**config.mk**
```make
export PLATFORM = sky130hd
export DESIGN_NAME = regfile_sb
export DESIGN_NICKNAME = d
export VERILOG_FILES = /design/src/rtl/regfile_sb.sv
export SDC_FILE = /design/constraint.sdc
export NUM_CORES = 2
export LEC_CHECK = 0
export CORE_MARGIN = 1.5
export CORE_UTILIZATION = 40
export DETAILED_ROUTE_END_ITERATION = 10
export DONT_BUFFER_PORTS = 1
export PLACE_DENSITY = 0.52
export SKIP_CTS_REPAIR_TIMING = 1
export SYNTH_ARGS = -nofsm -noshare
export SYNTH_HDL_FRONTEND = slang
export SYNTH_SLANG_ARGS = --single-unit
```
**constraint.sdc**
```tcl
create_clock -name clk -period 5.4 [get_ports clk]
set_input_delay 1.08 -clock clk [delete_from_list [all_inputs] [get_ports clk]]
set_output_delay 1.08 -clock clk [all_outputs]
set_load 0.05 [all_outputs]
```
**src/rtl/regfile_sb.sv**
```systemverilog
// regfile_sb: 31x N-bit integer register file (x0 reads zero) with a
// write-back scoreboard that stalls decode on RAW/WAW hazards.
// Ports: clk, rst_n (sync, active-low); wr_en/wr_addr/wr_data from
// write-back; rs1/rs2 addr/used in, rs1/rs2 data out (combinational);
// issue_valid/issue_we/issue_rd from decode; flush; hazard_stall out.
// Option: define RF_BYPASS_EN to forward same-cycle write-back data.
module regfile_sb #(
  parameter int N    = 32,
  parameter int NREG = 32
) (
  input  logic         clk,
  input  logic         rst_n,
  input  logic         wr_en,
  input  logic [4:0]   wr_addr,
  input  logic [N-1:0] wr_data,
  input  logic [4:0]   rs1_addr,
  input  logic [4:0]   rs2_addr,
  input  logic         rs1_used,
  input  logic         rs2_used,
  output logic [N-1:0] rs1_data,
  output logic [N-1:0] rs2_data,
  input  logic         issue_valid,
  input  logic         issue_we,
  input  logic [4:0]   issue_rd,
  input  logic         flush,
  output logic         hazard_stall
);

  logic [N-1:0]    regs [1:NREG-1];
  logic [NREG-1:1] busy_q;
  logic [NREG-1:0] busy_vec;

  logic wb_we;
  logic hit1;
  logic hit2;
  logic raw1;
  logic raw2;
  logic waw;
  logic issue_set;

  // x0 has no busy bit; pad a constant zero so lookups stay uniform
  assign busy_vec = {busy_q, 1'b0};

  assign wb_we = wr_en && (wr_addr != 5'd0);

`ifdef RF_BYPASS_EN
  assign hit1 = wb_we && (rs1_addr == wr_addr);
  assign hit2 = wb_we && (rs2_addr == wr_addr);
`else
  assign hit1 = 1'b0;
  assign hit2 = 1'b0;
`endif

  always_comb begin
    rs1_data = '0;
    if (rs1_addr != 5'd0) begin
      rs1_data = hit1 ? wr_data : regs[rs1_addr];
    end
  end

  always_comb begin
    rs2_data = '0;
    if (rs2_addr != 5'd0) begin
      rs2_data = hit2 ? wr_data : regs[rs2_addr];
    end
  end

  assign raw1 = rs1_used && (rs1_addr != 5'd0)
             && busy_vec[rs1_addr] && !hit1;
  assign raw2 = rs2_used && (rs2_addr != 5'd0)
             && busy_vec[rs2_addr] && !hit2;
  // one in-flight writer per register keeps clear/set unambiguous
  assign waw  = issue_we && (issue_rd != 5'd0)
             && busy_vec[issue_rd];

  assign hazard_stall = issue_valid && (raw1 || raw2 || waw);

  assign issue_set = issue_valid && issue_we
                  && (issue_rd != 5'd0)
                  && !hazard_stall && !flush;

  always_ff @(posedge clk) begin
    if (!rst_n) begin
      for (int i = 1; i < NREG; i++) begin
        regs[i] <= '0;
      end
      busy_q <= '0;
    end else begin
      if (wb_we) begin
        regs[wr_addr] <= wr_data;
      end
      if (flush) begin
        busy_q <= '0;
      end else begin
        if (wb_we) begin
          busy_q[wr_addr] <= 1'b0;
        end
        // younger issue wins over a same-register clear
        if (issue_set) begin
          busy_q[issue_rd] <= 1'b1;
        end
      end
    end
  end

endmodule

```
# Word-level counts from Yosys, hierarchy flattened
# Memory sizes are Yosys's and may differ from the RTL's.
# Index checks and enable logic that the tools add are counted.
dict set report totals {
  ff_bits 31
  rom_bits 0
  ramBits 992
  n_memories 1
  latch_bits 0
  word_cells 59
  input_bits 60
}
# memory words width read_ports rd_ports_with_merged_regs write_ports line_no
set memory_table {}
lappend memory_table {regs 31 32 2 0 31 29} ;# logic [N-1:0] regs [1:NREG-1];
dict set report classes {
  n_eq_ne 0
  order_cmp 6
  bitwise 4
  n_mux 23
  shift 0
  reduce_logical 24
  add_sub_neg 0
  mul 0
  div 0
}
# cell n
set op_table {}
lappend op_table {{two-way mux 31 bit} 4}
lappend op_table {{two-way mux 32 bit} 3}
lappend op_table {{OR reduction 32 bit} 1}
lappend op_table {{AND 31 bit} 1}
lappend op_table {{NOT 31 bit} 1}
lappend op_table {{OR 31 bit} 1}
lappend op_table {{< comparator 5 x 6 -> 1 bit (second input constant)} 4}
lappend op_table {{nonzero test 5 bit} 4}
lappend op_table {{binary-select mux 1 bit (select 5 bit)} 3}
lappend op_table {{logical AND 1 bit} 14}
lappend op_table {{demux 1 bit (select 5 bit)} 2}
lappend op_table {{greater-or-equal comparator 5 x 1 -> 1 bit (second input constant)} 2}
lappend op_table {{two-way mux 1 bit} 10}
lappend op_table {{two-way mux 5 bit} 1}
lappend op_table {{zero test 1 bit} 2}
lappend op_table {{logical OR 1 bit} 2}
lappend op_table {{OR reduction 2 bit} 1}
lappend op_table {{NOT 1 bit} 1}

# Longest topological paths before layout
dict set report depth {
  ltp_word 11
  ltp_mapped 10
}

# Worst setup path after synthesis
# OpenSTA, ideal clock, no wires.
dict set report synth_timing {
  kind {input to output}
  from {input port rs1_addr[0]}
  to {output port rs1_data[10]}
  slack_ns 1.137
  required_time_ns 4.320
  stages 7
  arrival_ns 3.183
  path_cell_list {buf_6 buf_6 clkbuf_1 mux4_2 mux4_2 mux2i_1 nor2_1}
}
dict set report synth_via {
  elab_chain_cells 2
  word_cells_on_any_way 3
  cone_classes {mux (1); reduce/logical (1); memory (1)}
}
# item line_no
set synth_lines {}
lappend synth_lines {{from (decl)} 16} ;# input logic [4:0] rs1_addr,
lappend synth_lines {{memory (31 x 32 bit) / nonzero test 5 bit (equally long branches)} -}
lappend synth_lines {{two-way mux 32 bit (*)} 56} ;# if (rs1_addr != 5'd0) begin
lappend synth_lines {{to (decl)} 20} ;# output logic [N-1:0] rs1_data,
# Mark *: on every way between the ends. The rest lies on a longest branch, timed or not.

# Worst setup path in the final report
dict set report layout_timing {
  from {input port rs1_addr[0]}
  to {output port rs1_data[15]}
}
# Same word-level chain as after synthesis.

==> flow_summary.json <==
{
  "run_status": "complete, no violations",
  "rsz0062_at_grt": "no",
  "power_mw": 20.1,
  "grt_antenna_before_repair": 20,
  "min_period_over_period": 0.841,
  "asyncSetResetFlopFracSynth": 0,
  "setup_viol": 0,
  "drt-wirelength-per-cell_um": 37.4,
  "netSwitchingFraction": 0.243,
  "worst_r2r_path_depth": 7,
  "cts.reportedPaths.clkPinSlew_ps": 60,
  "power_switching_mw": 4.88,
  "drt-pass1-iter-count": 5,
  "holdWs_ps": 448,
  "synth.top_cells.by_count": "1024 x edfxtp_1, 994 x and2_1, 657 x mux4_2, 271 x clkbuf_1, 102 x nor2_1",
  "numClockSinks": 1055,
  "worst_hold_startpoint": "wr_data[17]",
  "r2r-end": "busy_q[11]",
  "postLayoutCoreUtil": 0.449,
  "min_delay_worst_endpoint": "regs[0][17]",
  "worst_ep_required_time_ps": 4320,
  "clock_skews_ps": 7.97,
  "pwr-share-seq": 0.481,
  "floorplan.initialDensity": 0.405,
  "pwr-share-comb": 0.117,
  "clock_tree.root_cell": "clkbuf_16",
  "worst_setup_path_startpoint": "rs1_addr[0]",
  "synthesis.instances": 3478,
  "critical_path_class": "in2out",
  "place_hpwl_mm": 110,
  "final_antenna_net_count": 0,
  "dieWidth_um": 379,
  "layout.area.seq_sq_um": 31400,
  "report.final.slew_viol_count": 0,
  "core_area_sq_um": 140000,
  "tritoncts": "built",
  "grtUsageTotal": 0.283,
  "number_of_warning_messages_in_the_yosys_log": 0,
  "min_path_cells": 0,
  "syn-cell-area_sq_um": 56600,
  "setup_slack_reg_to_reg_ps": 2570,
  "layout_min_cycle_time_ps": 4540,
  "count_of_flip_flops_with_a_built_in_enable_after_synthesis": 1024,
  "globalRoute.totalOverflow": 0,
  "timing.critical_path.cells": "mux4_2 -> mux4_2 -> mux2i_1 -> nor2_1 -> buf_4",
  "worst_tran_pin_value_ps": 1240,
  "drt_wl_total_mm": 201,
  "min-delay-path-class": "in2reg",
  "io_pins": 125,
  "synth.top_cell.area_share": 0.543,
  "critPathArrivalTime_ps": 3460,
  "yosysSeqAreaShare": 0.554,
  "slew-limit-headroom": 0.169,
  "clkLatencyLatePin_ps": 720,
  "grt_max_degree": 270,
  "nFillCells": 12177,
  "drt_first_iter_violations": 4268,
  "crit_fanout": 266,
  "stdcell_area_sq_um": 62800,
  "wire_length_of_the_first_global_routing_pass_mm": 279,
  "htree_num_levels": 3,
  "hold_viol_final": 0,
  "post_synth_top_area_cell": "edfxtp_1",
  "timing.max_cap.violations": 0,
  "vias_per_cell": 6.25,
  "die-height_um": 379,
  "gpl.final_weighted_congestion": 0.841,
  "internal_power_contribution_mw": 15.2,
  "max_freq_ghz": 0.220,
  "critical_path.endpoint_type": "output pin",
  "via_count": 33611,
  "final_layout_size_suffix_gt1_frac": 0.306,
  "synth.avg_cell_area_sq_um": 16.3,
  "die-area_sq_um": 144000,
  "finish.net_count": 3458,
  "postSynthRegisterBits": 1055,
  "synth_area_leaders": "edfxtp_1 54%, mux4_2 26%, and2_1 11%, clkbuf_1 1.8%, mux2i_1 1.3%",
  "vdd_drop_max_uv": 262,
  "clockPowerShare": 0.402,
  "vias_in_the_first_global_route": 34915,
  "startpoint_type": "input pin",
  "floorplan.rows": 137,
  "cts_max_path_buffers": 3,
  "synth_cell_type_count": 50,
  "r2r-start": "busy_q[29]",
  "multiInputGateArea_sq_um": 24100,
  "port-buffer-count": 0,
  "yosys_most_used_dff": "edfxtp_1",
  "cellPowerDensity_nw_per_um2": 319,
  "route.detailed.drc": 0,
  "numCtsBuffers": 116,
  "timing.setup.tns_ps": 0,
  "area_delta_synth_final_pct": 11.0,
  "cpMostUsedCell": "mux4_2",
  "critPathMaxStageDelay_ps": 720,
  "post_dp_cell_area_sq_um": 59000,
  "synth.most_common_cell": "edfxtp_1",
  "power_leakage_nw": 21.1,
  "timing.critical_path.slowest_stage_cell": "mux4_2"
}
[per-stage QoR]
stage                     setup slack (ps)  cells
after floorplan                       1140   3509
after CTS                             1200   5371
after global placement                1230   5156
after detailed placement              1200   5156
after global routing                  1010   5371
final                                  859   5379
[routing by layer]
layer	up-vias	track usage	wire length, um
met4	0	0.113	8430
met1	18032	0.360	75300
met5	-	0	0
met3	420	0.0475	16400
li1	13355	-	-
met2	1804	0.482	101000
[cell type report]
| type | count | share of cell area |
|---|---|---|
| Sequential cell | 1055 | 0.499 |
| Multi-Input combinational cell | 2071 | 0.383 |
| Clock buffer | 149 | 0.0495 |
| Tap cell | 1876 | 0.0374 |
| Timing Repair Buffer | 148 | 0.0193 |
| Clock inverter | 66 | 0.0106 |
| Inverter | 6 | 0.000438 |
| Antenna cell | 8 | 0.000319 |
[cell families (layout without fill, tap and decap cells)]
family / Yosys count / after routing / share of synthesized area
buffers and inverters: 383 / 369 / 0.0282
AO/OA/AOI/OAI: 50 / 50 / 0.0114
other: 1 / 40 / 0.0000663
flip-flops: 1055 / 1055 / 0.554
AND/OR/NAND/NOR: 1252 / 1252 / 0.130
multiplexers: 737 / 737 / 0.276
[cell usage in the layout, fill, tap and decap left out, drive strengths merged, types with 5 or more instances in the layout]
cell type,n
and2,995
buf,148
bufinv,13
clkbuf,149
clkinv,47
conb,32
dfxtp,31
diode,8
edfxtp,1024
inv,8
mux2,5
mux2i,75
mux4,657
nand2,69
nand3,46
nand3b,6
nor2,102
nor2b,9
o41ai,32
[power by group through the flow]
stage	clock network, mW	registers, mW	logic (mW)
after floorplan	0	9.72	1.87
after global placement	0	9.77	2.34
after detailed placement	0	9.81	2.34
after CTS	8.19	9.64	2.35
after global routing	8.45	9.70	2.41
final	8.08	9.65	2.35
[sequential cells by signal, indices dropped and copies added, names as in the netlist]
register	count
busy_q	31
regs	1024
[critical path: cells and delay by family]
family / cells / cell delay [ps]
mux: 3 / 1660
buf+inv: 1 / 220
simple gates: 1 / 110
[worst max-delay path by stage]
stage / to / slack [ps] / cells after the start
finish: rs1_data[15] / 860 / 5
floorplan: rs1_data[10] / 1140 / 7
detailed placement: rs2_data[5] / 1200 / 5
CTS: rs2_data[5] / 1200 / 5
global route: rs1_data[15] / 1010 / 5
global placement: rs1_data[15] / 1230 / 5
(Power assumes the default switching activity.)
